File: src/rtl/pal_cfg_serializer.sv
// Byte-stream to PAL serial config loader: shifts BITSTREAM_LEN bits LSB-first on cfg_clk rises, then enables the PAL.
// Latency: start -> byte_ready next cycle; accepted byte -> cfg_data next cycle, first cfg_clk rise CLK_DIV cycles later.
// Backpressure: byte_ready only in LOAD; a stalled source freezes cfg_clk low with cfg_data held.
module pal_cfg_serializer #(
    parameter int NUM_INPUTS        = 8,
    parameter int NUM_INTERM_STAGES = 11,
    parameter int NUM_OUTPUTS       = 5,
    parameter int CLK_DIV           = 2
) (
    input  logic       clk,
    input  logic       rst_n,
    input  logic       start,
    input  logic       abort,
    input  logic [7:0] byte_data,
    input  logic       byte_valid,
    output logic       byte_ready,
    output logic       cfg_data,
    output logic       cfg_clk,
    output logic       pal_enable,
    output logic       busy,
    output logic       done
);
    localparam int BITSTREAM_LEN = 2 * NUM_INPUTS * NUM_INTERM_STAGES + NUM_INTERM_STAGES * NUM_OUTPUTS;
    localparam int CNT_W = $clog2(BITSTREAM_LEN + 1);
    localparam int DIV_W = (CLK_DIV > 1) ? $clog2(CLK_DIV) : 1;
    localparam logic [DIV_W-1:0] DIV_LAST = DIV_W'(CLK_DIV - 1);
    localparam logic [CNT_W-1:0] LEN_C    = CNT_W'(BITSTREAM_LEN);

    typedef enum logic [2:0] {
        S_IDLE,
        S_LOAD,
        S_SETUP,
        S_HIGH,
        S_DONE
    } state_t;

    state_t           state, state_nxt;
    logic [7:0]       shreg, shreg_nxt;
    logic [CNT_W-1:0] bit_cnt, bit_cnt_nxt;
    logic [3:0]       bit_in_byte, bit_in_byte_nxt;
    logic [DIV_W-1:0] div_cnt, div_cnt_nxt;
    logic             cfg_data_nxt;

    always_ff @(posedge clk or negedge rst_n) begin
        if (!rst_n) begin
            state <= S_IDLE;
        end else begin
            state <= state_nxt;
        end
    end

    always_comb begin
        state_nxt       = state;
        shreg_nxt       = shreg;
        bit_cnt_nxt     = bit_cnt;
        bit_in_byte_nxt = bit_in_byte;
        div_cnt_nxt     = div_cnt;
        cfg_data_nxt    = cfg_data;
        if (abort) begin
            state_nxt       = S_IDLE;
            shreg_nxt       = '0;
            bit_cnt_nxt     = '0;
            bit_in_byte_nxt = '0;
            div_cnt_nxt     = '0;
            cfg_data_nxt    = 1'b0;
        end else begin
            case (state)
                S_IDLE, S_DONE: begin
                    if (start) begin
                        state_nxt       = S_LOAD;
                        bit_cnt_nxt     = '0;
                        bit_in_byte_nxt = '0;
                        div_cnt_nxt     = '0;
                    end
                end
                S_LOAD: begin
                    if (byte_valid) begin
                        shreg_nxt       = byte_data;
                        bit_in_byte_nxt = '0;
                        div_cnt_nxt     = '0;
                        state_nxt       = S_SETUP;
                    end
                end
                S_SETUP: begin
                    if (div_cnt == DIV_LAST) begin
                        div_cnt_nxt = '0;
                        state_nxt   = S_HIGH;
                    end else begin
                        div_cnt_nxt = div_cnt + 1'b1;
                    end
                end
                S_HIGH: begin
                    if (div_cnt == DIV_LAST) begin
                        div_cnt_nxt     = '0;
                        shreg_nxt       = {1'b0, shreg[7:1]};
                        bit_cnt_nxt     = bit_cnt + 1'b1;
                        bit_in_byte_nxt = bit_in_byte + 1'b1;
                        // The last byte stops at the stream length, so its padding bits never get a clock edge
                        if (bit_cnt_nxt == LEN_C) begin
                            state_nxt = S_DONE;
                        end else if (bit_in_byte_nxt == 4'd8) begin
                            state_nxt = S_LOAD;
                        end else begin
                            state_nxt = S_SETUP;
                        end
                    end else begin
                        div_cnt_nxt = div_cnt + 1'b1;
                    end
                end
                default: state_nxt = S_IDLE;
            endcase
            // cfg_data only moves on entry to the low setup phase
            if (state_nxt == S_SETUP) begin
                cfg_data_nxt = shreg_nxt[0];
            end
        end
    end

    // All PAL-facing outputs come straight from flops so cfg_clk cannot glitch
    always_ff @(posedge clk or negedge rst_n) begin
        if (!rst_n) begin
            shreg       <= '0;
            bit_cnt     <= '0;
            bit_in_byte <= '0;
            div_cnt     <= '0;
            cfg_data    <= 1'b0;
            cfg_clk     <= 1'b0;
            pal_enable  <= 1'b0;
            busy        <= 1'b0;
            done        <= 1'b0;
        end else begin
            shreg       <= shreg_nxt;
            bit_cnt     <= bit_cnt_nxt;
            bit_in_byte <= bit_in_byte_nxt;
            div_cnt     <= div_cnt_nxt;
            cfg_data    <= cfg_data_nxt;
            cfg_clk     <= (state_nxt == S_HIGH);
            pal_enable  <= (state_nxt == S_DONE);
            busy        <= (state_nxt == S_LOAD) || (state_nxt == S_SETUP) || (state_nxt == S_HIGH);
            done        <= (state_nxt == S_DONE) && (state != S_DONE);
        end
    end

    assign byte_ready = (state == S_LOAD);

endmodule
File: config.mk
export PLATFORM = sky130hd
export DESIGN_NAME = pal_cfg_serializer
export DESIGN_NICKNAME = d
export VERILOG_FILES = /design/src/rtl/pal_cfg_serializer.sv
export SDC_FILE = /design/constraint.sdc
export NUM_CORES = 1
export LEC_CHECK = 0
export CAP_MARGIN = 20
export CORE_UTILIZATION = 45
export CTS_BUF_LIST = sky130_fd_sc_hd__clkbuf_4 sky130_fd_sc_hd__clkbuf_8
export DETAILED_ROUTE_END_ITERATION = 12
export GPL_TIMING_DRIVEN = 1
export PLACE_DENSITY = 0.63
export SYNTH_ARGS = -nofsm -noshare
export SYNTH_HDL_FRONTEND = slang
export SYNTH_SLANG_ARGS = --single-unit
File: constraint.sdc
create_clock -name clk -period 2.7 [get_ports clk]
set_input_delay 0.675 -clock clk [delete_from_list [all_inputs] [get_ports clk]]
set_output_delay 0.675 -clock clk [all_outputs]
set_load 0.005 [all_outputs]
==> metrics.cfg, run 1 <==
[outcome]
outcome = finished clean

[sta]
rsz0062_at_grt = false
finalSetupViolations = 0
tightest_slew_ns = 0.542
slew_headroom_pct = 63.5
setup_slack_ns = 0.356
max_freq_mhz = 427
hold_violations = 0
period_minus_slack_ns = 2.34
min_period_over_period_pct = 86.8
finalSetupTns_ns = 0
hold_ws_ns = 0.489
drv_slew = 0
skew_ns = 0.0115

[global_route]
first_global_vias = 1145
grt_pass1_wl_mm = 5.22
overflow = 0
grt_max_degree = 30
grtUsageTotal_pct = 19.7
antenna_found_initial = 0

[synth]
syn_avg_cell_area_um2 = 9.29
yosysTopAreaCellShare_pct = 47.0
syn-num-nets = 182
yosysSeqAreaShare_pct = 47.0
synthCells = 166
synth_top_area_cell = dfrtp_1
synth_edf_count = 0
synth_seq_cells = 29
synthFlopType = dfrtp_1
synth_warnings = 0
async_flop_share_pct = 100
synth.area.top_cells = dfrtp_1, nand2_1, a21oi_1
syn_area_mm2 = 0.00154
synth_cell_type_count = 40

[clocking]
ctsResizeCount = 0
post_cts_buffers = 0
clock_latency_ns = 0.34
htree_num_levels = 2
cts_tree = built
clkSinkCount = 29
clk_pin_slew_ns = 0.10
postCtsHoldBufs = 0
clockBufferDepth = 2
cts_root_buffer = clkbuf_4
cts_buffers = 5

[routing]
vias = 1292
ant_nets = 0
drc = 0
dr.pass1.iters = 4
drtIter0Drc = 114
wl_per_cell_um = 13.5
vias_per_cell = 5.52
routed_wl_mm = 3.17

[worst_hold_path]
min_path_cells = 1
worstHoldPathType = reg2reg

[setup_path]
crit_path_start_kind = flop
reg2reg_depth = 7
arrival_ns = 1.67
endpoint_kind = output pin
cp_max_fo = 11
criticalPathCategory = reg2out
critical_path_required_ns = 2.03

[layout]
fin_nets = 205
area_delta_synth_final_pct = 20.2
fin_cells = 234
drive_above_1_share_pct = 11.6
n_antenna_cell = 0

[power]
p_per_area_mw_per_mm2 = 514
p_leak_nw = 0.796
finalPower_w = 0.000953
ir_drop_v = 0.000303

[placed_design]
dp_hpwl_mm = 2.11
dp.cells = 226
gp_congestion = 0.839
pre_cts_ws_ns = 0.320
io_buffers = 18

[floorplan]
die-width_um = 60.6
start_util_pct = 48.9
core_mm2 = 0.00315
dieArea_mm2 = 0.00367
die_y_um = 60.6
io_pins = 19
rows = 20

[run]
maxCapViolations = 0

power breakdown:
| group | total, W | switching (W) | internal [W] | leakage, nW |
|---|---|---|---|---|
| logic | 0.000108 | 0.0000547 | 0.0000529 | 0.346 |
| registers | 0.000460 | 0.0000141 | 0.000446 | 0.401 |
| clock network | 0.000385 | 0.000154 | 0.000231 | 0.0489 |
state kept, by name, indices dropped and copies added (netlist names):
| register | flops |
|---|---|
| bit_cnt | 8 |
| shreg | 8 |
| bit_in_byte | 4 |
| state | 3 |
| busy | 1 |
| cfg_clk | 1 |
| cfg_data | 1 |
| div_cnt | 1 |
| done | 1 |
| pal_enable | 1 |
placed cells by master, fill, tap and decap left out, types with 4 or more instances in the layout:
cell type and instances:
nor3_1 4, nand2b_1 4, clkdlybuf4s50_1 18, dfrtp_1 29, nand2_1 19, nand3_1 4
clkbuf_4 6, a22oi_1 8, inv_1 4, buf_4 6, a21oi_1 14, o21ai_0 14
and3_1 4, nor2_1 17
cells by family after synthesis:
logic type,share of synthesized area [%]
adders and majority gates,2.43
muxes,0.973
AOI/OAI and AO/OA,20.6
and+or+nand+nor,23.1
DFF,47.0
xor gates and xnor gates,1.14
buffers and inverters,4.70
worst max-delay path: stages (launching register included):
cell	delay, ns
dfrtp_1	0.58
nor3b_1	0.23
clkdlybuf4s50_1	0.52
Yosys cell counts, types with 2 or more instances:
cell       n
xor2_1     2
inv_1      4
and3_1     4
a31oi_1    3
nand3_1    4
dfrtp_1   29
nand2b_1   4
a22oi_1    8
nor3_1     4
o31ai_1    3
o21ai_0   14
nor3b_1    3
buf_6      3
ha_1       3
nor2_2     2
clkbuf_1   3
or3_1      2
nand4b_1   2
nand2_1   19
nor2_1    17
a21oi_1   14
stage by stage:
stage / util (%) / cell area, um^2
final: 58.8 / 1850
after global routing: 58.8 / 1850
after CTS: 58.8 / 1850
after detailed placement: 56.0 / 1770
after global placement: 56.0 / 1770
after floorplan: - / 1540
layer usage:
| layer | global-route usage [%] | vias to the layer above | wire (um) |
|---|---|---|---|
| met5 | 0 | - | 0 |
| met4 | 8.77 | 0 | 52 |
| met3 | 6.40 | 6 | 167 |
| met2 | 29.5 | 29 | 1440 |
| met1 | 26.2 | 620 | 1510 |
| li1 | - | 637 | - |
area by class of cell:
cell class / instances / area (um^2)
tap: 44 / 55.1
inverter: 4 / 15.0
sequential: 29 / 726
timing repair buffer: 24 / 225
multi-input combinational: 125 / 744
fill: 306 / 1300
clock buffer: 7 / 58.8
clock inverter: 1 / 30.0
final timing paths:
kind / to / slack, ns / from
worst max-delay path: byte_ready / 0.36 / state[0]
worst min-delay path: bit_cnt[7] / 0.49 / bit_cnt[7]
worst max register to register: cfg_data / 0.63 / bit_cnt[0]
worst min register to register: bit_cnt[7] / 0.49 / bit_cnt[7]
max in group asynchronous: bit_cnt[2] / 1.70 / rst_n
min in group asynchronous: bit_in_byte[3] / 0.71 / rst_n
Note: power is estimated with default switching activity, not from simulation.
==> run 2, diff against run 1 <==
--- a/config.mk
+++ b/config.mk
@@ -5,7 +5,7 @@
 export SDC_FILE = /design/constraint.sdc
 export NUM_CORES = 1
 export LEC_CHECK = 0
-export CAP_MARGIN = 20
+export CAP_MARGIN = 10
 export CORE_UTILIZATION = 45
 export CTS_BUF_LIST = sky130_fd_sc_hd__clkbuf_4 sky130_fd_sc_hd__clkbuf_8
 export DETAILED_ROUTE_END_ITERATION = 12
==> results of run 2 <==
No change in the layout: final DEF, timing and power equal those of run 1.
